===== config.mk =====
export PLATFORM = sky130hd
export DESIGN_NAME = fir_coeff_loader
export DESIGN_NICKNAME = d
export VERILOG_FILES = /design/src/rtl/fir_coeff_loader.sv
export SDC_FILE = /design/constraint.sdc
export NUM_CORES = 1
export LEC_CHECK = 0
export CAP_MARGIN = 10
export CORE_ASPECT_RATIO = 1.2
export CORE_MARGIN = 4
export CORE_UTILIZATION = 44
export CTS_CLUSTER_SIZE = 40
export DETAILED_ROUTE_END_ITERATION = 16
export GPL_ROUTABILITY_DRIVEN = 0
export GPL_TIMING_DRIVEN = 0
export PLACE_DENSITY_LB_ADDON = 0.12
export SLEW_MARGIN = 30
export SYNTH_ARGS = -nofsm -noshare
export SYNTH_HDL_FRONTEND = slang
export SYNTH_SLANG_ARGS = --single-unit

===== constraint.sdc =====
create_clock -name iClk_12M -period 2 [get_ports iClk_12M]
set_clock_uncertainty 0.1 [all_clocks]
set_input_delay 0.2 -clock iClk_12M [delete_from_list [all_inputs] [get_ports iClk_12M]]
set_output_delay 0.2 -clock iClk_12M [all_outputs]
set_load 0.02 [all_outputs]

===== src/rtl/fir_coeff_loader.sv =====
// fir_coeff_loader
//   Coefficient write master for the reconfigurable transposed FIR filter.
//   A start pulse arms the filter's coefficient-update mode. The loader then
//   walks all P_DEPTH*P_BANKS slots once. The first NT slots take host beats
//   over a valid/ready handshake; the remaining slots are written with zero.
//   After the last slot it publishes NT on oNumOfCoeff.
//
// Ports
//   iClk_12M           system clock
//   iRsn               asynchronous active-low reset
//   iLoadStart         start pulse, honoured only when idle
//   iNumTaps           requested tap count, clamped to the slot count
//   iCoeffValid        host beat valid
//   iCoeffData         host coefficient, tap 0 first
//   oCoeffReady        beat accepted this cycle (combinational)
//   oCoeffiUpdateFlag  filter coefficient-update mode
//   oCsnRam, oWrnRam   SRAM chip select / write enable, active-low
//   oAddrRam           in-bank address, 1..P_DEPTH during writes
//   oWrDtRam           SRAM write data
//   oNumOfCoeff        slot index while loading, active tap count afterwards
//   oBusy              load in progress (ARM through DONE)
//   oLoadDone          one-cycle completion pulse
module fir_coeff_loader #(
  parameter int unsigned P_DW    = 16,
  parameter int unsigned P_DEPTH = 10,
  parameter int unsigned P_BANKS = 4
) (
  input  logic            iClk_12M,
  input  logic            iRsn,
  input  logic            iLoadStart,
  input  logic [5:0]      iNumTaps,
  input  logic            iCoeffValid,
  input  logic [P_DW-1:0] iCoeffData,
  output logic            oCoeffReady,
  output logic            oCoeffiUpdateFlag,
  output logic            oCsnRam,
  output logic            oWrnRam,
  output logic [3:0]      oAddrRam,
  output logic [P_DW-1:0] oWrDtRam,
  output logic [5:0]      oNumOfCoeff,
  output logic            oBusy,
  output logic            oLoadDone
);

  localparam logic [5:0] NumSlots = 6'(P_DEPTH * P_BANKS);
  localparam logic [5:0] LastSlot = 6'(P_DEPTH * P_BANKS - 1);
  localparam logic [3:0] LastOffs = 4'(P_DEPTH - 1);

  typedef enum logic [1:0] {StIdle, StArm, StWrite, StDone} loadStateT;

  loadStateT       stateQ, stateD;
  logic [5:0]      ntQ, ntD;        // latched, clamped tap count
  logic [5:0]      slotQ, slotD;    // next slot to issue
  logic [3:0]      offsQ, offsD;    // slotQ mod P_DEPTH, kept as a counter
  logic            flagQ, flagD;
  logic            csnQ, csnD;
  logic            wrnQ, wrnD;
  logic [3:0]      addrQ, addrD;
  logic [P_DW-1:0] dataQ, dataD;
  logic [5:0]      idxQ, idxD;
  logic            busyQ, busyD;
  logic            doneQ, doneD;
  logic            handshake;
  logic            issue;

  // Ready depends only on state and slot so the host may use it to form valid.
  assign oCoeffReady = (stateQ == StWrite) && (slotQ < ntQ);
  assign handshake   = oCoeffReady & iCoeffValid;

  always_comb begin
    stateD = stateQ;
    ntD    = ntQ;
    slotD  = slotQ;
    offsD  = offsQ;
    flagD  = flagQ;
    csnD   = csnQ;
    wrnD   = wrnQ;
    addrD  = addrQ;
    dataD  = dataQ;
    idxD   = idxQ;
    busyD  = busyQ;
    doneD  = 1'b0;
    issue  = 1'b0;

    unique case (stateQ)
      StIdle: begin
        flagD = 1'b0;
        csnD  = 1'b1;
        wrnD  = 1'b1;
        addrD = '0;
        dataD = '0;
        busyD = 1'b0;
        // busyQ is still high for the cycle showing the DONE outputs.
        if (iLoadStart && !busyQ) begin
          ntD    = (iNumTaps > NumSlots) ? NumSlots : iNumTaps;
          slotD  = '0;
          offsD  = '0;
          stateD = StArm;
        end
      end
      StArm: begin
        flagD  = 1'b1;
        csnD   = 1'b1;
        wrnD   = 1'b1;
        busyD  = 1'b1;
        stateD = StWrite;
      end
      StWrite: begin
        flagD = 1'b1;
        busyD = 1'b1;
        if (slotQ < ntQ) begin
          if (handshake) begin
            csnD  = 1'b0;
            wrnD  = 1'b0;
            dataD = iCoeffData;
            issue = 1'b1;
          end else begin
            // Host stall: deselect, keep address/data/index.
            csnD = 1'b1;
            wrnD = 1'b1;
          end
        end else begin
          // Unused tap: zero-pad without waiting on the host.
          csnD  = 1'b0;
          wrnD  = 1'b0;
          dataD = '0;
          issue = 1'b1;
        end
        if (issue) begin
          addrD = offsQ + 4'd1;
          idxD  = slotQ;
          slotD = slotQ + 6'd1;
          offsD = (offsQ == LastOffs) ? 4'd0 : offsQ + 4'd1;
          if (slotQ == LastSlot) begin
            stateD = StDone;
          end
        end
      end
      StDone: begin
        flagD  = 1'b0;
        csnD   = 1'b1;
        wrnD   = 1'b1;
        idxD   = ntQ;
        busyD  = 1'b1;
        doneD  = 1'b1;
        stateD = StIdle;
      end
      default: stateD = StIdle;
    endcase
  end

  always_ff @(posedge iClk_12M or negedge iRsn) begin
    if (!iRsn) begin
      stateQ <= StIdle;
      ntQ    <= '0;
      slotQ  <= '0;
      offsQ  <= '0;
      flagQ  <= 1'b0;
      csnQ   <= 1'b1;
      wrnQ   <= 1'b1;
      addrQ  <= '0;
      dataQ  <= '0;
      idxQ   <= '0;
      busyQ  <= 1'b0;
      doneQ  <= 1'b0;
    end else begin
      stateQ <= stateD;
      ntQ    <= ntD;
      slotQ  <= slotD;
      offsQ  <= offsD;
      flagQ  <= flagD;
      csnQ   <= csnD;
      wrnQ   <= wrnD;
      addrQ  <= addrD;
      dataQ  <= dataD;
      idxQ   <= idxD;
      busyQ  <= busyD;
      doneQ  <= doneD;
    end
  end

  assign oCoeffiUpdateFlag = flagQ;
  assign oCsnRam           = csnQ;
  assign oWrnRam           = wrnQ;
  assign oAddrRam          = addrQ;
  assign oWrDtRam          = dataQ;
  assign oNumOfCoeff       = idxQ;
  assign oBusy             = busyQ;
  assign oLoadDone         = doneQ;

endmodule


==> flow_metrics.py <==
metrics = {
    "clocking": {
        "clockBufferDepth": 2,
        "cts_tree": "built",
        "root_buffer": "clkbuf_8",
        "cts_sinks": 48,
        "clk_pin_slew_ps": 90,
        "cts_buffers": 5,
        "cts.htree.levels": 2,
        "clock_latency_ps": 300,
    },
    "timing": {
        "fmax_mhz": 470,
        "slew_violations": 0,
        "finalWorstSetupSlack_ps": -128,
        "fin_crit_sh": 1.06,
        "worst_pin_slew_ps": 601,
        "finalHoldViolCount": 0,
        "timing.hold.ws_ps": 321,
        "rsz0062_at_grt": "yes",
        "setup_viol": 3,
        "max_slew_margin": 0.599,
        "min_period_ps": 2130,
    },
    "synth": {
        "synth_edf_count": 0,
        "synth_ff_type": "dfrtp_1",
        "syn_area_per_cell_um2": 9.60,
        "synth_async_sr_flop_share": 1.00,
        "synth.distinct_cells": 44,
        "syn_area_um2": 2390,
        "netlist_instances": 249,
        "syn-num-nets": 287,
        "ys_ff_latch": 48,
        "yosys_warnings": 0,
        "synth_seq_area_share": 0.503,
    },
    "global_route": {
        "antenna_found_initial": 0,
        "grt_overflow": 0,
        "grt_pass1_vias": 2068,
        "grt_usage": 0.193,
        "grt_pass1_wl_mm": 9.85,
        "grt_max_degree": 49,
    },
    "cells_and_area": {
        "final_cell_mix": "clkdlybuf4s50_1, dfrtp_1, o21ai_0, buf_4, nand2_1",
        "n_antenna_cell": 0,
        "syn_to_final_growth_pct": 52.1,
        "layout_commonest_cell": "clkdlybuf4s50_1",
        "nets": 379,
        "drive_gt1_frac": 0.257,
        "fin_cells": 404,
    },
    "critical_path": {
        "crit_family": "compound AO/OA/AOI/OAI gates",
        "worstSetupPathType": "flop to output port",
        "path_buf_inv": 3,
        "critPathSlowestCell": "dfrtp_1",
        "arrival_ps": 1830,
        "worstPathMaxFanout": 3,
        "max_stage_delay_ps": 400,
        "required_ps": 1700,
        "cp_cell_sequence": "inv_1, ha_1, a21o_4, a211oi_4, buf_6, buf_6",
        "cpMostUsedCell": "buf_6",
        "cp-end-kind": "output port",
        "startpoint_type": "flop",
    },
    "outcome": {
        "violations": "negative setup slack",
        "status": "finished, violations left",
    },
    "place": {
        "dp_hpwl_mm": 3.96,
        "port_buffers": 57,
        "dpl.cell_count": 368,
    },
    "floorplan": {
        "initial_core_util": 0.454,
        "row_count": 29,
        "die_w_um": 75.3,
        "io_pins": 58,
        "die_h_um": 88.7,
        "fp.coreArea_um2": 5260,
        "dieArea_um2": 6680,
    },
    "power_and_ir_drop": {
        "leakagePower_nw": 1.54,
        "p_per_area_nw_per_um2": 1800,
        "max-vdd-ir-drop_uv": 1130,
    },
    "detailed_routing": {
        "viasPerCell": 5.57,
        "dr.pass1.iters": 4,
        "vias": 2251,
        "wl_mm": 6.61,
        "antenna_left": 0,
        "drt_iter0_drc": 204,
        "wl_per_cell_um": 16.4,
        "drc_errors": 0,
    },
    "min_path": {
        "worstHoldPathType": "primary input to flop",
    },
    "flow_run": {
        "max_cap_violations": 0,
    },
}
[cells by family after synthesis]
kind of cell / Yosys count / share of synthesized area
muxes: 2 / 0.00942
buffers and inverters: 27 / 0.0497
and+or+nand+nor: 75 / 0.152
xor gates and xnor gates: 2 / 0.00733
AOI/OAI and AO/OA: 83 / 0.216
adders and majority gates: 12 / 0.0628
DFF: 48 / 0.503
[path summary, 6_finish.rpt]
path                                    startpoint                       to  slack, ps  cells after the start
max in group asynchronous                     iRsn     slotQ[5]$_DFFE_PN0P_       1020                      2
setup reg to reg             stateQ[0]$_DFFE_PN0P_     offsQ[2]$_DFFE_PN0P_        -50                      8
setup / recovery                ntQ[1]$_DFFE_PN0P_              oCoeffReady       -130                      6
hold / removal                       iCoeffData[9]  oWrDtRam[9]$_DFFE_PN0P_        320                      3
hold reg to reg            oAddrRam[2]$_DFFE_PN0P_  oAddrRam[2]$_DFFE_PN0P_        400                      1
min in group asynchronous                     iRsn     slotQ[4]$_DFFE_PN0P_        330                      2
[state kept, by name, indices dropped and copies added, names as in the netlist]
name / count
oCoeffiUpdateFlag: 1
oAddrRam: 4
ntQ: 6
oWrnRam: 1
offsQ: 4
oWrDtRam: 16
stateQ: 2
oBusy: 1
oNumOfCoeff: 6
slotQ: 6
oLoadDone: 1
[cells in the mapped netlist, types with 4 or more instances]
master,n,area share
clkbuf_1,9,0.014
dfrtp_1,47,0.49
ha_1,12,0.063
inv_1,11,0.017
nand2_1,29,0.046
nand2b_1,5,0.013
nand3_1,21,0.044
nand3b_1,4,0.013
nor2_1,7,0.011
o21ai_0,46,0.096
o21ai_1,9,0.019
o2bb2ai_1,4,0.015
[where the power goes]
part           internal (mW)  leakage, nW  switching (mW)
registers               1.40        0.618           0.314
logic                   1.90        0.865            2.23
clock network          0.371       0.0552           0.325
total                   3.67         1.54            2.87
[timing repair]
action | CTS | global route
pin swaps | 7 | 9
setup buffers | 11 | 14
cloned | 0 | 2
hold endpoints to repair | 47 | 0
hold buffers | 1 | 0
setup endpoints to repair | 39 | 38
resized for setup | 43 | 57
[cell type report]
cell class              instances  area [um2]
inverters                      12        51.3
clock buffers                   6        72.6
well taps                      62        77.6
repair buffers                 85         783
plain buffers                  15         123
flip-flops and latches         48        1210
clock inverters                 2        35.0
multi-input cells             174        1280
fillers                       386        1630
[metrics by stage]
step / utilization / setup WS, ps / power [mW] / TNS (ps) / area [um2]
6_report: 0.691 / -128 / 6.54 / -204 / 3640
5_1_grt: 0.691 / -207 / 7.00 / -1680 / 3640
4_1_cts: 0.641 / -85.3 / 5.78 / -429 / 3370
3_5_place_dp: 0.577 / -905 / 4.53 / -10760 / 3040
3_3_place_gp: 0.577 / -862 / 4.49 / -44930 / 3040
2_1_floorplan: - / 0.726 / 3.44 / 0 / 2390
[worst reg2reg max path: cells and delay by family, from the launching register on]
kind	cells	cell delay, ps
AOI/OAI and AO/OA	2	450
and+or+nand+nor	2	500
buffers and inverters	3	330
DFF	1	400
adders and majority gates	1	190
[routing by layer]
metal / track usage / wire length (um)
met5: 0 / 0
met1: 0.244 / 2650
met4: 0.0731 / 155
met2: 0.322 / 3440
met3: 0.0432 / 362
(Power assumes the default switching activity.)
